`src/rtl/axi_rd_burst_master.sv`:
```
// AXI4 read burst master: splits upstream beat requests into AXI bursts of at
// most MAX_AXI_LEN beats and streams the returned data into the line FIFO.
//
// state | meaning
// IDLE  | waiting for a request; applies fsync / pending reload
// LOAD  | size the next burst from the remaining beat count
// ADDR  | AR valid held until arready
// DATA  | accepting R beats until rlast
// FIN   | done pulse, back to IDLE
module axi_rd_burst_master #(
    parameter int ADDR_WIDTH  = 32,
    parameter int DATA_WIDTH  = 256,
    parameter int LSIZE       = 9,
    parameter int MAX_AXI_LEN = 64,
    parameter int ARID        = 0
) (
    input  logic                  clock,
    input  logic                  rst_n,
    input  logic                  fsync,
    input  logic [ADDR_WIDTH-1:0] frame_base,
    input  logic                  burst_req,
    input  logic                  tail_req,
    input  logic [LSIZE-1:0]      req_len,
    output logic                  resp,
    output logic                  done,
    output logic [3:0]            axi_arid,
    output logic [ADDR_WIDTH-1:0] axi_araddr,
    output logic [7:0]            axi_arlen,
    output logic [2:0]            axi_arsize,
    output logic [1:0]            axi_arburst,
    output logic                  axi_arvalid,
    input  logic                  axi_arready,
    input  logic [DATA_WIDTH-1:0] axi_rdata,
    input  logic [1:0]            axi_rresp,
    input  logic                  axi_rlast,
    input  logic                  axi_rvalid,
    output logic                  axi_rready,
    output logic                  fifo_wr_en,
    output logic [DATA_WIDTH-1:0] fifo_wr_data,
    output logic                  rd_err
);

    localparam int BPB = DATA_WIDTH / 8;
    localparam int BLW = 9;

    typedef enum logic [2:0] {IDLE, LOAD, ADDR, DATA, FIN} state_t;

    state_t                state_q;
    logic [ADDR_WIDTH-1:0] ptr_q;
    logic [LSIZE-1:0]      remain_q;
    logic [BLW-1:0]        blen_q;
    logic [BLW-1:0]        blen_d;
    logic                  first_q;
    logic                  pend_q;
    logic                  resp_q;
    logic                  done_q;
    logic [ADDR_WIDTH-1:0] araddr_q;
    logic [7:0]            arlen_q;
    logic                  arvalid_q;
    logic                  rready_q;
    logic                  wr_en_q;
    logic [DATA_WIDTH-1:0] wr_data_q;
    logic                  rd_err_q;

    assign axi_arid     = 4'(ARID);
    assign axi_arsize   = 3'($clog2(BPB));
    assign axi_arburst  = 2'b01;
    assign resp         = resp_q;
    assign done         = done_q;
    assign axi_araddr   = araddr_q;
    assign axi_arlen    = arlen_q;
    assign axi_arvalid  = arvalid_q;
    assign axi_rready   = rready_q;
    assign fifo_wr_en   = wr_en_q;
    assign fifo_wr_data = wr_data_q;
    assign rd_err       = rd_err_q;

    always_comb begin
        blen_d = BLW'(remain_q);
        if (32'(remain_q) > MAX_AXI_LEN)
            blen_d = BLW'(MAX_AXI_LEN);
    end

    always_ff @(posedge clock or negedge rst_n) begin
        if (!rst_n) begin
            state_q   <= IDLE;
            ptr_q     <= '0;
            remain_q  <= '0;
            blen_q    <= '0;
            first_q   <= 1'b0;
            pend_q    <= 1'b0;
            resp_q    <= 1'b0;
            done_q    <= 1'b0;
            araddr_q  <= '0;
            arlen_q   <= '0;
            arvalid_q <= 1'b0;
            rready_q  <= 1'b0;
            wr_en_q   <= 1'b0;
            wr_data_q <= '0;
            rd_err_q  <= 1'b0;
        end else begin
            resp_q  <= 1'b0;
            done_q  <= 1'b0;
            wr_en_q <= 1'b0;
            if (fsync && state_q != IDLE)
                pend_q <= 1'b1;
            case (state_q)
                IDLE: begin
                    // A reload (live or deferred) always wins over a request.
                    if (fsync || pend_q) begin
                        ptr_q    <= frame_base;
                        rd_err_q <= 1'b0;
                        pend_q   <= 1'b0;
                    end else if (burst_req || tail_req) begin
                        remain_q <= req_len;
                        first_q  <= 1'b1;
                        state_q  <= LOAD;
                    end
                end
                LOAD: begin
                    if (remain_q == '0) begin
                        resp_q  <= first_q;
                        first_q <= 1'b0;
                        done_q  <= 1'b1;
                        state_q <= FIN;
                    end else begin
                        blen_q    <= blen_d;
                        araddr_q  <= ptr_q;
                        arlen_q   <= 8'(blen_d - BLW'(1));
                        arvalid_q <= 1'b1;
                        state_q   <= ADDR;
                    end
                end
                ADDR: begin
                    if (axi_arready) begin
                        arvalid_q <= 1'b0;
                        ptr_q     <= ptr_q + ADDR_WIDTH'(blen_q) * ADDR_WIDTH'(BPB);
                        remain_q  <= remain_q - LSIZE'(blen_q);
                        rready_q  <= 1'b1;
                        resp_q    <= first_q;
                        first_q   <= 1'b0;
                        state_q   <= DATA;
                    end
                end
                DATA: begin
                    if (axi_rvalid) begin
                        wr_en_q   <= 1'b1;
                        wr_data_q <= axi_rdata;
                        if (axi_rresp != 2'b00)
                            rd_err_q <= 1'b1;
                        if (axi_rlast) begin
                            rready_q <= 1'b0;
                            if (remain_q != '0) begin
                                state_q <= LOAD;
                            end else begin
                                done_q  <= 1'b1;
                                state_q <= FIN;
                            end
                        end
                    end
                end
                FIN: begin
                    state_q <= IDLE;
                end
                default: begin
                    state_q <= IDLE;
                end
            endcase
        end
    end

endmodule
```
`config.mk`:
```
export PLATFORM = sky130hd
export DESIGN_NAME = axi_rd_burst_master
export DESIGN_NICKNAME = d
export VERILOG_FILES = /design/src/rtl/axi_rd_burst_master.sv
export SDC_FILE = /design/constraint.sdc
export NUM_CORES = 1
export LEC_CHECK = 0
export CAP_MARGIN = 20
export CELL_PAD_IN_SITES_DETAIL_PLACEMENT = 1
export CELL_PAD_IN_SITES_GLOBAL_PLACEMENT = 2
export CORE_UTILIZATION = 26
export CTS_CLUSTER_DIAMETER = 60
export CTS_CLUSTER_SIZE = 30
export DETAILED_ROUTE_END_ITERATION = 12
export GPL_TIMING_DRIVEN = 0
export PLACE_DENSITY = 0.95
export SETUP_SLACK_MARGIN = 0.1
export SYNTH_ARGS = -nofsm -noshare
export SYNTH_HDL_FRONTEND = slang
export SYNTH_SLANG_ARGS = --single-unit
export TNS_END_PERCENT = 10
```
`constraint.sdc`:
```
create_clock -name clock -period 7.9 [get_ports clock]
set_input_delay 1.975 -clock clock [delete_from_list [all_inputs] [get_ports clock]]
set_output_delay 1.975 -clock clock [all_outputs]
set_load 0.03 [all_outputs]
```
==> impl_metrics.ini <==
[outcome]
status = finished, final reports clean

[die]
ios = 618
coreArea_mm2 = 0.0566
die_width_um = 242
start_util_pct = 26.4
dieArea_mm2 = 0.0584
rows = 87
die_y_um = 242

[routing]
drt-wirelength-per-cell_um = 20.1
dr.first_iter.drc_count = 571
drc = 0
via_per_inst = 4.55
first_pass_iters = 5
vias = 14100
ant_nets = 0
routed_wl_um = 62500

[flow_run]
cap_violations = 0

[pwr]
intPower_uw = 5940
cellLeakagePower_uw = 0.0110
comb_power_share_pct = 51.1
vdd_drop_max_v = 0.000200
sw_frac_of_total_pct = 44.9
p_per_area_mw_per_mm2 = 459
power_frac_seq_pct = 30.2
clockPowerShare_pct = 18.7
switchingPower_uw = 4850

[synth]
synth_top_area_share_pct = 59.8
synth_area_leaders = dfrtp_1, nand2_1, mux2_1
syn_inst = 1653
ys_types = 59
synth_ff_type = dfrtp_1
synth_top_area_cell = dfrtp_1
yosysSeqAreaShare_pct = 59.8
syn_avg_cell_area_um2 = 9.04
yosys_warnings = 0
synth_seq_cells = 357
synth-edff-count = 0
synthArstFlopShare_pct = 100
syn-cell-area_mm2 = 0.0149

[placement]
gp_congestion = 0.917
place_ws_ns = 2.79
dp_hpwl_um = 48500
portBuffers = 607
dp_cells = 3026

[setup_path]
crit_path_max_incr_delay_ns = 0.78
critPathSlowestCell = nor2_1
worst-setup-path-type = in2reg
r2r_slack_ns = 4.67
cp_max_fo = 10
cp_data_arrival_time_ns = 4.77
path_cells = clkdlybuf4s50_1 > nor2_1 > o41ai_1 > nand2_1 > nor2_1 > nor2_1 > nor4_1 > nor3_1
end_kind = register
worstSetupStartpointType = primary input
crit_top_cell = nor2_1
required_ns = 8.32

[final_layout]
fillCellCount = 6585
layout.nets = 2639
multiInputGateArea_mm2 = 0.00553
fin_cells = 3101
drive_gt1_share_pct = 4.14
seq_area_mm2 = 0.00893
syn2layout_area_growth_pct = 57.3
final_util_pct = 41.5

[sta]
period_share_pct = 55.1
finalSetupViolCount = 0
finalSetupTns_ns = 0
clock_skew_ns = 0.0286
drv_slew = 0
worst_pin_slew_ns = 1.00
clock.fmax_mhz = 230
rsz0062_at_grt = no
setup_ws_ns = 3.55
max-slew-margin-rel_pct = 33.0
fin_crit_ns = 4.35
hold_viol = 0

[clock_tree]
cts_hold_buf = 0
clk_pin_slew_ns = 0.06
ctsLongestPathBuffers = 3
cts_made_buffers = 40
cts_tree = yes
worstSkewPairLatency_ns = 0.56
cts_setup_buffers = 0
h-tree-depth = 2
cts.repair.resized = 0
cts_root_buf = clkbuf_16
cts.sinks = 357

[grt]
grt_pass1_wl_um = 95600
grt_antenna_before_repair = 7
grt_max_degree = 115
grt.total_usage_pct = 21.2
grt-ovfl-total = 0
grt_pass1_vias = 15600

[min_path]
hold_class = reg2reg
==> synth_stat cells, types with 4 or more instances <==
library cell,number
a21o_1,5
o31ai_1,4
a31oi_1,4
nand4_1,7
a32oi_1,10
buf_4,10
buf_1,5
a211oi_1,11
xor2_1,5
and3_1,4
mux2_1,29
nor2_1,38
nor3_1,13
ha_1,18
buf_6,4
or3_1,8
mux2i_1,11
nor2b_1,9
inv_1,18
o21a_1,4
o21ai_0,35
and2_1,7
clkbuf_1,70
dfrtp_1,357
nand3_1,8
a21oi_1,24
nand2b_1,4
xnor2_1,5
nand2_1,882
==> sequential cells by signal, indices dropped and copies added, names as in the netlist, 3 cells and up <==
register / count
state_q: 3
fifo_wr_data: 256
axi_arlen: 8
remain_q: 9
ptr_q: 32
axi_araddr: 32
blen_q: 9
==> area by class of cell <==
type                            instances  area share (%)
Multi-Input combinational cell       1192            23.5
Antenna cell                            4          0.0426
Clock inverter                         24            1.36
Inverter                               19           0.303
Timing Repair Buffer                  610            26.2
Buffer                                 92            1.84
Sequential cell                       357            38.0
Tap cell                              756            4.02
Clock buffer                           47            4.67
==> layout by cell type, fill, tap and decap left out, types with 5 or more instances in the layout <==
master,synthesis,layout
nand2_1,882,882
clkdlybuf4s50_1,0,606
dfrtp_1,357,357
clkbuf_1,70,71
clkbuf_16,0,41
nor2_1,38,38
o21ai_0,35,35
mux2_1,29,29
a21oi_1,24,24
inv_1,18,18
ha_1,18,18
nor3_1,13,13
a211oi_1,11,11
mux2i_1,11,11
a32oi_1,10,10
buf_4,10,10
nor2b_1,9,9
conb_1,2,9
nand3_1,8,8
or3_1,8,8
nand4_1,7,7
and2_1,7,7
inv_6,0,7
xnor2_1,5,5
a21o_1,5,5
buf_1,5,5
xor2_1,5,5
clkbuf_8,0,5
==> power by group through the flow <==
| stage | Combinational [uW] | Sequential, uW | Clock [uW] |
|---|---|---|---|
| 3_3_place_gp | 5400 | 3240 | 0 |
| 2_1_floorplan | 1580 | 4630 | 0 |
| 6_report | 5510 | 3260 | 2020 |
| 5_1_grt | 5880 | 3360 | 2140 |
| 4_1_cts | 5580 | 3260 | 2080 |
| 3_5_place_dp | 5530 | 3280 | 0 |
==> kinds of logic after synthesis <==
family,count (synthesis),share of synthesized area [%]
flip-flops,357,59.8
AND/OR/NAND/NOR,989,26.0
other,2,0.0503
AO/OA/AOI/OAI,123,5.41
XOR/XNOR,10,0.586
buffers and inverters,111,3.37
multiplexers,41,3.00
adder cells (fa/ha/maj),20,1.78
==> path summary, 6_finish.rpt <==
check | startpoint | end | cells after the start
setup / recovery | tail_req | ptr_q[31] | 8
hold / removal | fifo_wr_data[170] | fifo_wr_data[170] | 2
setup reg to reg | blen_q[0] | ptr_q[31] | 10
hold reg to reg | fifo_wr_data[170] | fifo_wr_data[170] | 2
max in group asynchronous | rst_n | fifo_wr_data[66] | 3
min in group asynchronous | rst_n | ptr_q[3] | 1
==> per-stage QoR <==
stage                     hold WS (ns)  cell area [um^2]  total power (uW)
after global routing             0.494             23500             11400
after floorplan                  0.438             15000              6210
after CTS                        0.476             23500             10900
after detailed placement         0.461             22100              8810
final                            0.470             23500             10800
after global placement           0.454             22000              8630
==> critical path, delay by kind of cell <==
kind / cells / cell delay (ns)
compound gates: 1 / 0.47
buf+inv: 1 / 0.46
simple gates: 6 / 1.87
==> per-layer routing <==
layer | wire length (um) | up-vias | global-route usage, %
met2 | 32500 | 465 | 38.9
met5 | 37 | - | 0
met3 | 4420 | 107 | 6.10
met4 | 2360 | 6 | 8.45
met1 | 23100 | 6977 | 22.7
li1 | - | 6551 | -
(Power assumes the default switching activity.)
